<file path="src/rtl/beta_wb_stage.sv">
`default_nettype none
// ============================================================================
//  Module   : beta_wb_stage
//  Purpose  : Write-back stage behind execute. Accepts register-write results,
//             aligns and extends load data, and buffers each result in a
//             small FIFO. Buffered results are committed to the register file
//             in order through a valid/ready handshake. The stage also answers
//             forwarding lookups from decode.
//  Ports    : clk_i / rstn_i           clock, asynchronous active-low reset
//             wb_*_i                   execute result and load controls
//             wb_stage_busy_o          FIFO full, execute must hold
//             rf_wr_*                  register-file write port (head view)
//             fwd_rs{1,2}_*            decode forwarding lookups
//             wb_commit_cnt_o          running count of committed writes
//  Revision : 1.0  initial release
// ============================================================================
module beta_wb_stage #(
   parameter int DataWidth = 32,
   parameter int FifoDepth = 2      // power of two, >= 2
) (
   input  logic                 clk_i,
   input  logic                 rstn_i,
   input  logic                 wb_valid_i,
   input  logic [DataWidth-1:0] wb_result_i,
   input  logic [4:0]           wb_rd_addr_i,
   input  logic                 wb_load_i,
   input  logic [1:0]           wb_load_size_i,
   input  logic                 wb_load_unsigned_i,
   input  logic [1:0]           wb_addr_lsb_i,
   output logic                 wb_stage_busy_o,
   output logic                 rf_wr_en_o,
   output logic [4:0]           rf_wr_addr_o,
   output logic [DataWidth-1:0] rf_wr_data_o,
   input  logic                 rf_wr_ready_i,
   input  logic [4:0]           fwd_rs1_addr_i,
   input  logic [4:0]           fwd_rs2_addr_i,
   output logic                 fwd_rs1_hit_o,
   output logic [DataWidth-1:0] fwd_rs1_data_o,
   output logic                 fwd_rs2_hit_o,
   output logic [DataWidth-1:0] fwd_rs2_data_o,
   output logic [31:0]          wb_commit_cnt_o
);

   localparam int PtrW = (FifoDepth > 1) ? $clog2(FifoDepth) : 1;
   localparam int CntW = PtrW + 1;
   localparam logic [CntW-1:0] FullCnt = CntW'(FifoDepth);

   // ------------------------------------------------------------------------
   // State
   // ------------------------------------------------------------------------
   logic [4:0]           addr_q [FifoDepth];
   logic [DataWidth-1:0] data_q [FifoDepth];
   logic [PtrW-1:0]      wr_ptr_q, wr_ptr_d;
   logic [PtrW-1:0]      rd_ptr_q, rd_ptr_d;
   logic [CntW-1:0]      count_q,  count_d;
   logic [31:0]          commit_cnt_q, commit_cnt_d;

   logic                 empty;
   logic                 full;
   logic                 enq;
   logic                 deq;
   logic [DataWidth-1:0] ext_data;

   assign empty = (count_q == '0);
   assign full  = (count_q == FullCnt);

   // Writes to x0 are architecturally void, so they never occupy a slot.
   assign enq = wb_valid_i & ~full & (wb_rd_addr_i != 5'd0);
   assign deq = ~empty & rf_wr_ready_i;

   // ------------------------------------------------------------------------
   // Load extraction and extension
   // ------------------------------------------------------------------------
   logic [7:0]  byte_sel;
   logic [15:0] half_sel;

   always_comb begin
      byte_sel = wb_result_i[7:0];
      case (wb_addr_lsb_i)
         2'd0:    byte_sel = wb_result_i[7:0];
         2'd1:    byte_sel = wb_result_i[15:8];
         2'd2:    byte_sel = wb_result_i[23:16];
         default: byte_sel = wb_result_i[31:24];
      endcase
      // Halfword alignment only uses address bit 1; bit 0 is don't-care.
      half_sel = wb_addr_lsb_i[1] ? wb_result_i[31:16] : wb_result_i[15:0];

      ext_data = wb_result_i;
      if (wb_load_i) begin
         case (wb_load_size_i)
            2'b00:   ext_data = {{(DataWidth-8){~wb_load_unsigned_i & byte_sel[7]}}, byte_sel};
            2'b01:   ext_data = {{(DataWidth-16){~wb_load_unsigned_i & half_sel[15]}}, half_sel};
            default: ext_data = wb_result_i;
         endcase
      end
   end

   // ------------------------------------------------------------------------
   // Pointer / occupancy / counter next state
   // ------------------------------------------------------------------------
   always_comb begin
      wr_ptr_d     = enq ? wr_ptr_q + 1'b1 : wr_ptr_q;
      rd_ptr_d     = deq ? rd_ptr_q + 1'b1 : rd_ptr_q;
      count_d      = count_q;
      commit_cnt_d = deq ? commit_cnt_q + 32'd1 : commit_cnt_q;
      case ({enq, deq})
         2'b10:   count_d = count_q + 1'b1;
         2'b01:   count_d = count_q - 1'b1;
         default: count_d = count_q;
      endcase
   end

   always_ff @(posedge clk_i or negedge rstn_i) begin
      if (!rstn_i) begin
         wr_ptr_q     <= '0;
         rd_ptr_q     <= '0;
         count_q      <= '0;
         commit_cnt_q <= '0;
      end else begin
         wr_ptr_q     <= wr_ptr_d;
         rd_ptr_q     <= rd_ptr_d;
         count_q      <= count_d;
         commit_cnt_q <= commit_cnt_d;
      end
   end

   // ------------------------------------------------------------------------
   // Entry storage
   // ------------------------------------------------------------------------
   for (genvar gi = 0; gi < FifoDepth; gi++) begin : g_entry
      always_ff @(posedge clk_i or negedge rstn_i) begin
         if (!rstn_i) begin
            addr_q[gi] <= '0;
            data_q[gi] <= '0;
         end else if (enq && (wr_ptr_q == PtrW'(gi))) begin
            addr_q[gi] <= wb_rd_addr_i;
            data_q[gi] <= ext_data;
         end
      end
   end

   // ------------------------------------------------------------------------
   // Register-file port: unregistered view of the FIFO head, zero when empty
   // ------------------------------------------------------------------------
   assign wb_stage_busy_o = full;
   assign rf_wr_en_o      = ~empty;
   assign rf_wr_addr_o    = empty ? 5'd0 : addr_q[rd_ptr_q];
   assign rf_wr_data_o    = empty ? '0 : data_q[rd_ptr_q];
   assign wb_commit_cnt_o = commit_cnt_q;

   // ------------------------------------------------------------------------
   // Forwarding: walk valid entries oldest to youngest so that the last
   // match (the youngest) wins. The head stays visible on its commit cycle.
   // ------------------------------------------------------------------------
   logic [PtrW-1:0] fwd_idx;

   always_comb begin
      fwd_rs1_hit_o  = 1'b0;
      fwd_rs1_data_o = '0;
      fwd_rs2_hit_o  = 1'b0;
      fwd_rs2_data_o = '0;
      fwd_idx        = rd_ptr_q;
      for (int k = 0; k < FifoDepth; k++) begin
         fwd_idx = rd_ptr_q + PtrW'(k);
         if (CntW'(k) < count_q) begin
            if ((fwd_rs1_addr_i != 5'd0) && (addr_q[fwd_idx] == fwd_rs1_addr_i)) begin
               fwd_rs1_hit_o  = 1'b1;
               fwd_rs1_data_o = data_q[fwd_idx];
            end
            if ((fwd_rs2_addr_i != 5'd0) && (addr_q[fwd_idx] == fwd_rs2_addr_i)) begin
               fwd_rs2_hit_o  = 1'b1;
               fwd_rs2_data_o = data_q[fwd_idx];
            end
         end
      end
   end

endmodule
`default_nettype wire

</file>
<file path="config.mk">
export PLATFORM = sky130hd
export DESIGN_NAME = beta_wb_stage
export DESIGN_NICKNAME = d
export VERILOG_FILES = /design/src/rtl/beta_wb_stage.sv
export SDC_FILE = /design/constraint.sdc
export NUM_CORES = 1
export LEC_CHECK = 0
export BUFFER_PORTS_ARGS = -buffer_cell sky130_fd_sc_hd__clkbuf_2
export CAP_MARGIN = 10
export CORE_MARGIN = 3
export CORE_UTILIZATION = 49
export DETAILED_ROUTE_END_ITERATION = 10
export PLACE_DENSITY_LB_ADDON = 0.25
export SKIP_CTS_REPAIR_TIMING = 1
export SYNTH_ARGS = -nofsm -noshare
export SYNTH_HDL_FRONTEND = slang
export SYNTH_SLANG_ARGS = --single-unit
</file>
<file path="constraint.sdc">
create_clock -name clk_i -period 3 [get_ports clk_i]
set_input_delay 0.9 -clock clk_i [delete_from_list [all_inputs] [get_ports clk_i]]
set_output_delay 0.9 -clock clk_i [all_outputs]
set_load 0.005 [all_outputs]
</file>
; After elaboration in Yosys (flattened, before gate mapping)
; Index checks and enable logic that the tools add are counted.
[op_classes]
n_bitwise = 11
mux = 35
n_lt_le_gt_ge = 4
eq_ne = 10
reduce_logical = 13
n_addsub = 5
[ops]
columns = operator, count
row1 = $mux W32, 16
row2 = $pmux W32 S2, 1
row3 = $mux W5, 7
row4 = $add A32 B1 Y32 const B, 1
row5 = $pmux W8 S3, 1
row6 = $eq A5 B5 Y1, 4
row7 = $mux W16, 1
row8 = $reduce_bool A5 Y1, 3
row9 = $mux W1, 8
row10 = $eq A2 B1 Y1 const B, 3
row11 = $eq A2 B2 Y1 const B, 3
row12 = $logic_and A1 B1 Y1, 6
row13 = $logic_not A2 Y1, 3
row14 = $and A1 B1 Y1, 5
row15 = $ge A2 B2 Y1 const B, 2
row16 = $lt A1 B2 Y1 const A, 2
row17 = $not A1 Y1, 4
row18 = $not A1 Y2, 2
row19 = $pmux W2 S2, 1
row20 = $add A1 B1 Y1 const B, 2
row21 = $add A2 B1 Y2 const B, 1
row22 = $reduce_bool A2 Y1, 1
row23 = $sub A2 B1 Y2 const B, 1
[totals]
regBits = 110
elab_cells = 86
inputBits = 57
out_inout_bits = 137

; Depth between registers and ports, before layout
; Gate-level depths: netlist (run 1).
[logic_depth]
ltp_word = 10
ltp_mapped = 9
ltp_nobuf = 7

; Worst setup path before layout (run 1)
; No wires, ideal clock.
[synth_timing]
path_kind = input to output
startpoint = in fwd_rs1_addr_i[1]
endpoint = out fwd_rs1_data_o[10]
path_slack_ns = -0.054
path_buffers = 1
t_required_ns = 2.100
cell_stages = 6
t_arrival_ns = 2.154
path_cell_list = or4_1 > nor2_1 > nor2_1 > nand3_2 > buf_6 > mux2i_1
[synth_between]
elab_chain_len = 6
word_cells_on_any_way = 9
cone_classes = 2 x eq/ne / 4 x mux / 3 x reduce/logical
[synth_lines]
columns = item, line_no
row1 = start: declaration, 35  ; input logic [4:0] fwd_rs1_addr_i,
row2 = $eq A5 B5 Y1 / $reduce_bool A5 Y1 (equally long branches), 166  ; if ((fwd_rs1_addr_i != 5'd0) && (addr_q[fwd_idx] == fwd_rs1_addr_i)) begin
row3 = $logic_and A1 B1 Y1, 166
row4 = $mux W32, 166
row5 = $mux W32, 165  ; if (CntW'(k) < count_q) begin
row6 = $mux W32, 166
row7 = $mux W32 *, 165
row8 = end: declaration, 38  ; output logic [DataWidth-1:0] fwd_rs1_data_o,
; Every way passes the cells marked *; elsewhere a longest branch is shown, timed or not.

; Worst setup path after layout (run 1)
[layout_timing]
startpoint = reg rd_ptr_q
endpoint = out fwd_rs2_data_o[10]
[layout_between]
elab_chain_len = 10
word_cells_on_any_way = 23
cone_classes = 1 x add/sub / 2 x eq/ne / 16 x mux / 2 x bitwise / 2 x reduce/logical
[layout_lines]
columns = item, line_no
row1 = start: declaration, 54  ; logic [PtrW-1:0] rd_ptr_q, rd_ptr_d;
row2 = start signal: assignment, 121  ; rd_ptr_q <= rd_ptr_d;
row3 = $not A1 Y2 (implied by the code), "170, 172"
row4 = $mux W5 (implied by the code) (3 in a row), 170  ; if ((fwd_rs2_addr_i != 5'd0) && (addr_q[fwd_idx] == fwd_rs2_addr_i)) begin
row5 = $eq A5 B5 Y1, 170
row6 = $logic_and A1 B1 Y1, 170
row7 = $mux W32, 170
row8 = $mux W32, 165
row9 = $mux W32, 170
row10 = $mux W32 *, 165
row11 = end: declaration, 40  ; output logic [DataWidth-1:0] fwd_rs2_data_o,
; Every way passes the cells marked *; elsewhere a longest branch is shown, timed or not. The select of a mux whose other input is x is not followed.

==> metrics.md, run 1 <==
| Metric | Value |
|---|---|
| Number of global-route vias before repair | 6247 |
| First-pass GRT wire length | 32.5 mm |
| Nets | 1080 |
| Die H | 128 um |
| Period minus WS final | 3.49 ns |
| Post-synth EDFFs | 0 |
| Final hold violation count | 0 |
| Largest net degree at the start of global routing | 48 |
| Initial antenna violation count | 0 |
| Sum of negative setup slack | -25.74 ns |
| Port buffer count | 193 |
| Count of boundary I/O pins | 194 |
| Most used DFF post-synth | dfrtp_1 |
| CP endpoint kind | output pin |
| Clock transition at the registers of the reported paths | 0.08 ns |
| Maximum clock frequency | 286 MHz |
| Seq cells post-synth | 110 |
| CP max FO | 7 |
| Placed cell area | 8730 um2 |
| Die X | 128 um |
| Final WL | 21.4 mm |
| Final core occ | 0.648 |
| Via count | 6826 |
| Number of H-tree levels | 3 |
| DRC viols | 0 |
| Clk root buf | clkbuf_16 |
| Worst EP required | 2.10 ns |
| Area of the die | 16400 um2 |
| Final Setup Violations | 66 |
| Max_slew headroom | 0.589 |
| CTS max path bufs | 2 |
| Core area | 14600 um2 |
| Top cells by area, synth | dfrtp_1 38%, mux2i_1 19%, nor2_1 5.5% |
| Syn_area_per_cell | 8.94 um2 |
| Critical path class | reg -> out |
| Net Count, Synth | 880 |
| RD Place Congestion | 0.942 |
| Maximum VDD drop | 542 uV |
| Iteration-0 DRC Markers | 363 |
| Violated checks | negative setup slack |
| Tot Pwr | 9.00 mW |
| Final worst path period share | 1.16 |
| Unrepaired setup endpoints after global routing | true |
| Critical Path Source Type | register |
| Commonest non-fill, non-tap cell in the layout | clkbuf_2 |
| Post-Syn Area | 7310 um2 |
| Most frequent cells in the layout | 160 x clkbuf_2, 132 x mux2i_1, 109 x dfrtp_1 |
| Yosys warns | 0 |
| Sequential cell area | 2760 um2 |
| Fin Clk Skew | 0.0102 ns |
| Number of placement rows | 44 |
| Fill count | 1274 |
| Async SR Flop Fraction | 1.00 |
| Design Area, Final | 9460 um2 |
| Final worst slack | -0.494 ns |
| Initial Utilization | 0.501 |
| CTS tree | built |
| Clk_lat worst skew | 0.36 ns |
| Status | complete, but fails checks |
| First-pass DRT Iterations | 5 |
| DRT antenna net count | 0 |
| Multi-input logic area | 4500 um2 |
| Area grow syn2layout | 29.3% |
| Hold Crit Class | reg -> reg |
| Cell leakage power | 4.86 nW |
| HPWL after detailed placement | 15.4 mm |
| Slew Viols, Final | 0 |
| DR vias/cell | 5.66 |
| # diodes | 0 |
| WL per Instance | 17.7 um |
| Pwr dens | 952 nW/um2 |
| Unique masters post-synth | 46 |
| Layout cells sized above 1 | 0.322 |
| Dpl ws | -0.398 ns |
| Total gr overflow | 0 |
| Synthesized instance count | 818 |
| # Max-Cap Violations | 0 |
| Post-synth top area cell | dfrtp_1 |
| Area share of the largest cell type after synthesis | 0.376 |
| Clock Sinks | 110 |
| Least-Margin Pin Slew | 0.617 ns |
| Gr usage total | 0.245 |
| Seq/Total Area, Yosys | 0.376 |
| CP Data Arrival Time | 2.59 ns |
| Num CTS Buffers | 9 |
[power breakdown]
group / internal, mW / switching (mW) / total, mW
clock network: 0.590 / 0.603 / 1.19
registers: 2.05 / 0.499 / 2.55
logic: 2.30 / 2.96 / 5.26
total: 4.94 / 4.06 / 9.00
[cell type report]
type / count / share of cell area
Clock inverter: 7 / 0.00807
Tap cell: 184 / 0.0243
Inverter: 6 / 0.00238
Sequential cell: 110 / 0.291
Clock buffer: 9 / 0.0238
Multi-Input combinational cell: 643 / 0.476
Timing Repair Buffer: 248 / 0.174
[kinds of logic (layout without fill, tap and decap cells)]
| group | after synthesis | after routing | share of synthesized area |
|---|---|---|---|
| multiplexers | 149 | 149 | 0.209 |
| AND/OR/NAND/NOR | 335 | 335 | 0.214 |
| adder cells (fa/ha/maj) | 5 | 5 | 0.00855 |
| AO/OA/AOI/OAI | 100 | 100 | 0.0845 |
| buffers and inverters | 65 | 270 | 0.0433 |
| flip-flops | 110 | 110 | 0.376 |
| XOR/XNOR | 54 | 54 | 0.0647 |
[worst max-delay path, cell delays in order (launching register included)]
cell and delay, ns:
dfrtp_4 0.53, buf_12 0.17, mux2i_4 0.20, buf_6 0.14, xnor2_4 0.12, nor4_4 0.32, buf_12 0.21, buf_12 0.14
nand3_2 0.07, mux2i_1 0.20, buf_2 0.15
[cells in the mapped netlist (all sizes together), types with 4 or more instances]
| cell type | number |
|---|---|
| nor2b | 7 |
| a21oi | 11 |
| o21ai | 28 |
| nor4 | 5 |
| mux2i | 143 |
| nor3 | 8 |
| clkbuf | 32 |
| a31oi | 33 |
| dfrtp | 110 |
| nand2b | 5 |
| nand2 | 103 |
| buf | 27 |
| nand4 | 6 |
| and3 | 7 |
| a2bb2oi | 4 |
| ha | 5 |
| inv | 6 |
| nand3 | 75 |
| o22ai | 4 |
| xnor2 | 43 |
| xor2 | 11 |
| nor2 | 107 |
| mux2 | 6 |
| o31ai | 12 |
[routing by layer]
layer,global-route usage,share of wire
met1,0.334,0.44
met2,0.407,0.50
met3,0.0413,0.046
met4,0.0574,0.014
met5,0,0
[registers in the layout, summed over array words and instances (netlist names)]
name	count
addr_q	10
rd_ptr_q	1
count_q	2
data_q	64
wr_ptr_q	1
wb_commit_cnt_o	32
[worst paths after layout]
| check | start | endpoint | slack (ns) | cells past startpoint |
|---|---|---|---|---|
| max | rd_ptr_q | fwd_rs2_data_o[10] | -0.49 | 10 |
| min | wb_commit_cnt_o[31] | wb_commit_cnt_o[31] | 0.47 | 1 |
| max reg2reg | count_q[0] | wb_commit_cnt_o[30] | 0.56 | 8 |
| min reg2reg | wb_commit_cnt_o[31] | wb_commit_cnt_o[31] | 0.47 | 1 |
| max in group asynchronous | rstn_i | data_q[54] | 1.71 | 2 |
| min in group asynchronous | rstn_i | addr_q[5] | 0.55 | 1 |
[stage by stage]
stage / hold WS [ns] / cells
final: 0.471 / 1207
after global routing: 0.492 / 1207
after CTS: 0.475 / 1194
after detailed placement: 0.463 / 1178
after global placement: 0.453 / 1178
after floorplan: 0.465 / 818
Power figures use the tool's default switching activity.
==> run 2: changes to the inputs <==
--- a/config.mk
+++ b/config.mk
@@ -8,7 +8,7 @@
 export BUFFER_PORTS_ARGS = -buffer_cell sky130_fd_sc_hd__clkbuf_2
 export CAP_MARGIN = 10
 export CORE_MARGIN = 3
-export CORE_UTILIZATION = 49
+export CORE_UTILIZATION = 54
 export DETAILED_ROUTE_END_ITERATION = 10
 export PLACE_DENSITY_LB_ADDON = 0.25
 export SKIP_CTS_REPAIR_TIMING = 1
==> constraint.sdc (replaced) <==
create_clock -name clk_i -period 3.99 [get_ports clk_i]
set_input_delay 1.197 -clock clk_i [delete_from_list [all_inputs] [get_ports clk_i]]
set_output_delay 1.197 -clock clk_i [all_outputs]
set_load 0.005 [all_outputs]
==> metrics.md, run 2 (synthesis gave the netlist of run 1 again) <==
| Metric | Value |
|---|---|
| Gr usage total | 0.271 (+0.0260) |
| Port buffer count | 193 (unchanged) |
| Hold Path Cell Cnt | 1 (unchanged) |
| Commonest non-fill, non-tap cell in the layout | clkbuf_2 |
| Fin Clk Skew | 0.0120 ns (+0.00176 ns) |
| Die H | 122 um (-4.5%) |
| DRC viols | 0 (unchanged) |
| Clock Sinks | 110 (unchanged) |
| DR vias/cell | 5.78 (+2.3%) |
| Count of boundary I/O pins | 194 (unchanged) |
| Initial antenna violation count | 0 (unchanged) |
| Number of global-route vias before repair | 6411 (+2.6%) |
| Cell leakage power | 4.62 nW (-4.9%) |
| Final worst path period share | 0.986 |
| Final non-filler cell total | 1165 (-3.5%) |
| RD Place Congestion | 0.972 (+3.2%) |
| CTS tree | built |
| Final WL | 20.2 mm (-5.5%) |
| # Max-Cap Violations | 0 (unchanged) |
| Iteration-0 DRC Markers | 474 (+31%) |
| Number of H-tree levels | 3 (unchanged) |
| Pwr dens | 705 nW/um2 (-26%) |
| Reg2reg path depth | 8 (unchanged) |
| Final worst slack | 0.0555 ns (+0.550 ns) |
| Final Setup Violations | 0 (-100%) |
| Comb power frac | 0.545 (-0.039) |
| Reg2reg end | wb_commit_cnt_o[31] |
| Sw frac | 0.448 (-0.00307) |
| Initial Utilization | 0.566 (+0.0644) |
| Hold Crit Class | reg -> reg |
| Die X | 122 um (-4.5%) |
| Num CTS Buffers | 9 (unchanged) |
| Unrepaired setup endpoints after global routing | true |
| Via count | 6739 (-1.3%) |
| Clk root buf | clkbuf_16 |
| Largest net degree at the start of global routing | 64 (+33%) |
| Dpl ws | 0.0119 ns (+0.410 ns) |
| Origin of the critical flop-to-flop path | count_q[0] |
| HPWL after detailed placement | 14.9 mm (-3.0%) |
| CTS max path bufs | 2 (unchanged) |
| Int Power | 3.45 mW (-30%) |
| Hold path endpoint | wb_commit_cnt_o[30] |
| Hold_sp | wb_commit_cnt_o[30] |
| Switching power | 2.81 mW (-31%) |
| Status | complete, no violations |
| Max_slew headroom | 0.333 (-0.256) |
| First-pass DRT Iterations | 5 (unchanged) |
| Maximum clock frequency | 254 MHz |
| WL per Instance | 17.3 um (-2.1%) |
| Most frequent cells in the layout | 189 x clkbuf_2, 132 x mux2i_1, 109 x dfrtp_1 |
| CP max FO | 15 (+8) |
| Critical path class | in -> out |
| Least-Margin Pin Slew | 1.00 ns (+0.384 ns) |
| Area grow syn2layout | 21.4% |
| Max reg flops | 64 (unchanged) |
| Sum of negative setup slack | 0 ns (+25.74 ns) |
| Final core occ | 0.687 (+0.0386) |
| # diodes | 0 (unchanged) |
| Hold Slack | 0.487 ns (+0.0161 ns) |
| Tot Pwr | 6.26 mW (-30%) |
| Reg with most FFs | data_q |
| Number of placement rows | 41 (-6.8%) |
| Fill count | 1088 (-15%) |
| Final hold violation count | 0 (unchanged) |
| Clock network power share | 0.150 (+0.017) |
| Slew Viols, Final | 0 (unchanged) |
| CP Data Arrival Time | 2.74 ns (+0.15 ns) |
| Maximum VDD drop | 518 uV (-4.3%) |
| Layout cells sized above 1 | 0.271 (-0.0507) |
| Seq pwr share | 0.305 (+0.022) |
| DRT antenna net count | 0 (unchanged) |
| Clock transition at the registers of the reported paths | 0.08 ns (about the same) |
| Period minus WS final | 3.93 ns |
| Core area | 12900 um2 (-11%) |
| Area of the die | 15000 um2 (-8.8%) |
| Placed cell area | 8540 um2 (-2.2%) |
| Design Area, Final | 8880 um2 (-6.1%) |
| Clk_lat worst skew | 0.36 ns (about the same) |
| First-pass GRT wire length | 32.1 mm (-1.3%) |
| Reg2reg setup slack | 1.21 ns (+0.65 ns) |
| CP endpoint kind | output pin |
| Nets | 1051 (-2.7%) |
| Critical Path Source Type | input pin |
| Worst EP required | 2.79 ns (+0.69 ns) |
| Total gr overflow | 0 (unchanged) |
| # placed instances | 1150 (-2.4%) |
## run 2: layout make-up
cell class	count	area [um2]	share of cell area
Timing Repair Buffer	219	1290	0.146
Clock buffer	10	239	0.0269
Inverter	6	22.5	0.00254
Sequential cell	110	2760	0.310
Tap cell	172	215	0.0242
Clock inverter	5	67.6	0.00761
Multi-Input combinational cell	643	4290	0.483
## run 2: power groups by stage
stage	clock, mW	combinational (mW)	sequential (mW)
2_1_floorplan	0	2.32	1.82
3_3_place_gp	0	3.35	1.90
3_5_place_dp	0	3.40	1.93
4_1_cts	0.954	3.41	1.91
5_1_grt	0.990	3.75	1.98
6_report	0.941	3.41	1.91
## run 2: how the worst max path moves through the flow
stage	start	end	slack [ns]	depth (start not counted)
global placement	fwd_rs1_addr_i[1]	fwd_rs1_data_o[19]	0.003	8
global route	fwd_rs1_addr_i[1]	fwd_rs1_data_o[0]	-0.02	8
detailed placement	fwd_rs1_addr_i[1]	fwd_rs1_data_o[30]	0.01	8
finish	fwd_rs1_addr_i[1]	fwd_rs1_data_o[19]	0.06	8
floorplan	fwd_rs1_addr_i[1]	fwd_rs1_data_o[10]	0.34	6
CTS	fwd_rs1_addr_i[1]	fwd_rs1_data_o[30]	-0.0003	8
## run 2: per-layer routing
layer / vias to the layer above / global-route usage / wire (um) / share of wire
met5: - / 0 / 0 / 0
met3: 33 / 0.0516 / 1220 / 0.060
met1: 3247 / 0.365 / 9010 / 0.45
li1: 3218 / - / - / -
met2: 241 / 0.442 / 9600 / 0.48
met4: 0 / 0.0847 / 364 / 0.018
## run 2: critical path, cell delays in order
cell and delay [ns]:
clkbuf_2 0.09, or4_4 0.52, nor2_2 0.13, nor2_1 0.06, nand3_2 0.15, buf_12 0.19
mux2i_1 0.23, clkbuf_2 0.15
==> run 3: changes to the inputs <==
--- a/config.mk
+++ b/config.mk
@@ -10,6 +10,7 @@
 export CORE_MARGIN = 3
 export CORE_UTILIZATION = 54
 export DETAILED_ROUTE_END_ITERATION = 10
+export MAX_ROUTING_LAYER = met4
 export PLACE_DENSITY_LB_ADDON = 0.25
 export SKIP_CTS_REPAIR_TIMING = 1
 export SYNTH_ARGS = -nofsm -noshare
==> metrics.md, run 3 (synthesis gave the netlist of run 1 again) <==
| Metric | Value |
|---|---|
| Number of placement rows | 41 (unchanged) |
| Sequential cell area | 2760 um2 (unchanged) |
| Design Area, Final | 9020 um2 (+1.6%) |
| Die X | 122 um (unchanged) |
| Layout cells sized above 1 | 0.282 (+0.0114) |
| Clock Sinks | 110 (unchanged) |
| DR vias/cell | 5.81 (+0.48%) |
| First-pass GRT wire length | 33.0 mm (+2.6%) |
| DRC viols | 0 (unchanged) |
| CP max FO | 7 (-8) |
| Slew Viols, Final | 0 (unchanged) |
| Area of the die | 15000 um2 (unchanged) |
| Final Setup Violations | 0 (unchanged) |
| Maximum clock frequency | 252 MHz (-0.82%) |
| Number of global-route vias before repair | 6424 (+0.20%) |
| Least-Margin Pin Slew | 1.14 ns (+0.141 ns) |
| Switching power | 2.91 mW (+3.7%) |
| Largest net degree at the start of global routing | 64 (unchanged) |
| Final worst path period share | 0.994 (+0.00815) |
| CTS tree | built |
| Hold Crit Class | reg -> reg |
| Clk_lat worst skew | 0.37 ns (about the same) |
| # Max-Cap Violations | 0 (unchanged) |
| Seq pwr share | 0.304 (about the same) |
| Status | complete, no violations |
| Origin of the critical flop-to-flop path | count_q[0] |
| Unrepaired setup endpoints after global routing | true |
| # diodes | 0 (unchanged) |
| Core area | 12900 um2 (unchanged) |
| Num CTS Buffers | 9 (unchanged) |
| CP Cell Sequence | clkbuf_2, or4_4, nor2_4, nor2_2, nand3_4, clkbuf_16, mux2i_1, clkbuf_2 |
| Worst EP required | 2.79 ns (about the same) |
| Tot Pwr | 6.33 mW (+1.1%) |
| Period minus WS final | 3.97 ns (+0.0325 ns) |
| Port buffer count | 193 (unchanged) |
| Comb power frac | 0.552 (+0.007) |
| Iteration-0 DRC Markers | 537 (+13%) |
| Initial Utilization | 0.566 (unchanged) |
| Clock transition at the registers of the reported paths | 0.08 ns (about the same) |
| Max_slew headroom | 0.239 (-0.0941) |
| HPWL after detailed placement | 15.2 mm (+1.8%) |
| Crit-path most repeated cell | clkbuf_2 |
| First-pass DRT Iterations | 5 (unchanged) |
| CP endpoint kind | output pin |
| Sw frac | 0.460 (+0.0117) |
| Die H | 122 um (unchanged) |
| RD Place Congestion | 0.985 (+1.3%) |
| Clock network power share | 0.144 (-0.006) |
| Clk root buf | clkbuf_16 |
| CTS max path bufs | 2 (unchanged) |
| Number of H-tree levels | 3 (unchanged) |
| Initial antenna violation count | 0 (unchanged) |
| Pwr dens | 701 nW/um2 (-0.53%) |
| Final hold violation count | 0 (unchanged) |
| WL per Instance | 18.3 um (+5.8%) |
| Gr usage total | 0.284 (+0.0135) |
| Commonest non-fill, non-tap cell in the layout | clkbuf_2 |
| Critical Path Start | fwd_rs1_addr_i[3] |
| Total gr overflow | 0 (unchanged) |
| Fill count | 1068 (-1.8%) |
| Count of boundary I/O pins | 194 (unchanged) |
| WP buf/inv | 3 (unchanged) |
| Critical path class | in -> out |
| Nets | 1056 (+0.48%) |
| Int Power | 3.42 mW (-1.1%) |
| Area grow syn2layout | 23.3% |
| Placed cell area | 8530 um2 (about the same) |
| Final WL | 21.5 mm (+6.3%) |
| Hold_sp | wb_commit_cnt_o[31] |
| Sum of negative setup slack | 0 ns (unchanged) |
| Reg with most FFs | data_q |
| Slowest-stage cell, CP | or4_4 |
| Fin Clk Skew | 0.0128 ns (+0.000825 ns) |
| Max reg flops | 64 (unchanged) |
| Most frequent cells in the layout | 186 x clkbuf_2, 128 x mux2i_1, 109 x dfrtp_1 |
| Critical Path Source Type | input pin |
| Multi-input logic area | 4340 um2 (+1.2%) |
| CP Data Arrival Time | 2.77 ns (+0.03 ns) |
| Max stage delay on crit path | 0.54 ns (+0.02 ns) |
| DRT antenna net count | 0 (unchanged) |
| Maximum VDD drop | 330 uV (-36%) |
| Cell leakage power | 4.66 nW (+0.83%) |
| Via count | 6806 (+0.99%) |
| Delay-heaviest family, CP | simple AND/OR/NAND/NOR gates |
run 3: changes by cell type in the layout (fill, tap and decap cells not counted), sizes merged:
cell,before,now
buf,30,34
clkinv,2,1
clkinvlp,0,1
clkbuf,199,200
bufinv,1,0
inv,8,10
run 3: final timing paths:
check,endpoint,slack (ns),depth (start not counted)
max,fwd_rs1_data_o[2],0.02,8
min in group asynchronous,addr_q[9],0.88,1
max reg2reg,wb_commit_cnt_o[17],1.31,8
max in group asynchronous,data_q[49],2.35,2
min,wb_commit_cnt_o[31],0.47,1
min reg2reg,wb_commit_cnt_o[31],0.47,1
run 3: final cells by class:
class / count / share of cell area
inverters: 6 / 0.00250
clock buffers: 10 / 0.0265
flip-flops and latches: 110 / 0.306
clock inverters: 6 / 0.00680
repair buffers: 224 / 0.154
well taps: 172 / 0.0239
multi-input cells: 643 / 0.481
run 3: power groups by stage:
stage	clock network (mW)	logic, mW	registers [mW]
global placement	0	3.34	1.90
floorplan	0	2.32	1.82
global route	0.962	3.82	1.99
detailed placement	0	3.40	1.94
CTS	0.918	3.42	1.92
finish	0.913	3.49	1.92
run 3: routing by layer:
metal  track usage  part of all wire  wire length, um  vias up
met3        0.0442             0.063             1350       31
met4        0.0700             0.016              335        0
li1              -                 -                -     3228
met2         0.456              0.47            10200      249
met5             -                 0                0        -
met1         0.381              0.45             9610     3298
run 3: metrics by stage:
step / utilization / hold WS, ns / setup WS, ns / cells
global route: 0.698 / 0.482 / -0.0168 / 1171
global placement: 0.660 / 0.458 / 0.0199 / 1151
detailed placement: 0.660 / 0.456 / -0.00271 / 1151
finish: 0.698 / 0.469 / 0.0230 / 1171
floorplan: - / 0.465 / 0.342 / 818
CTS: 0.683 / 0.471 / -0.0221 / 1167
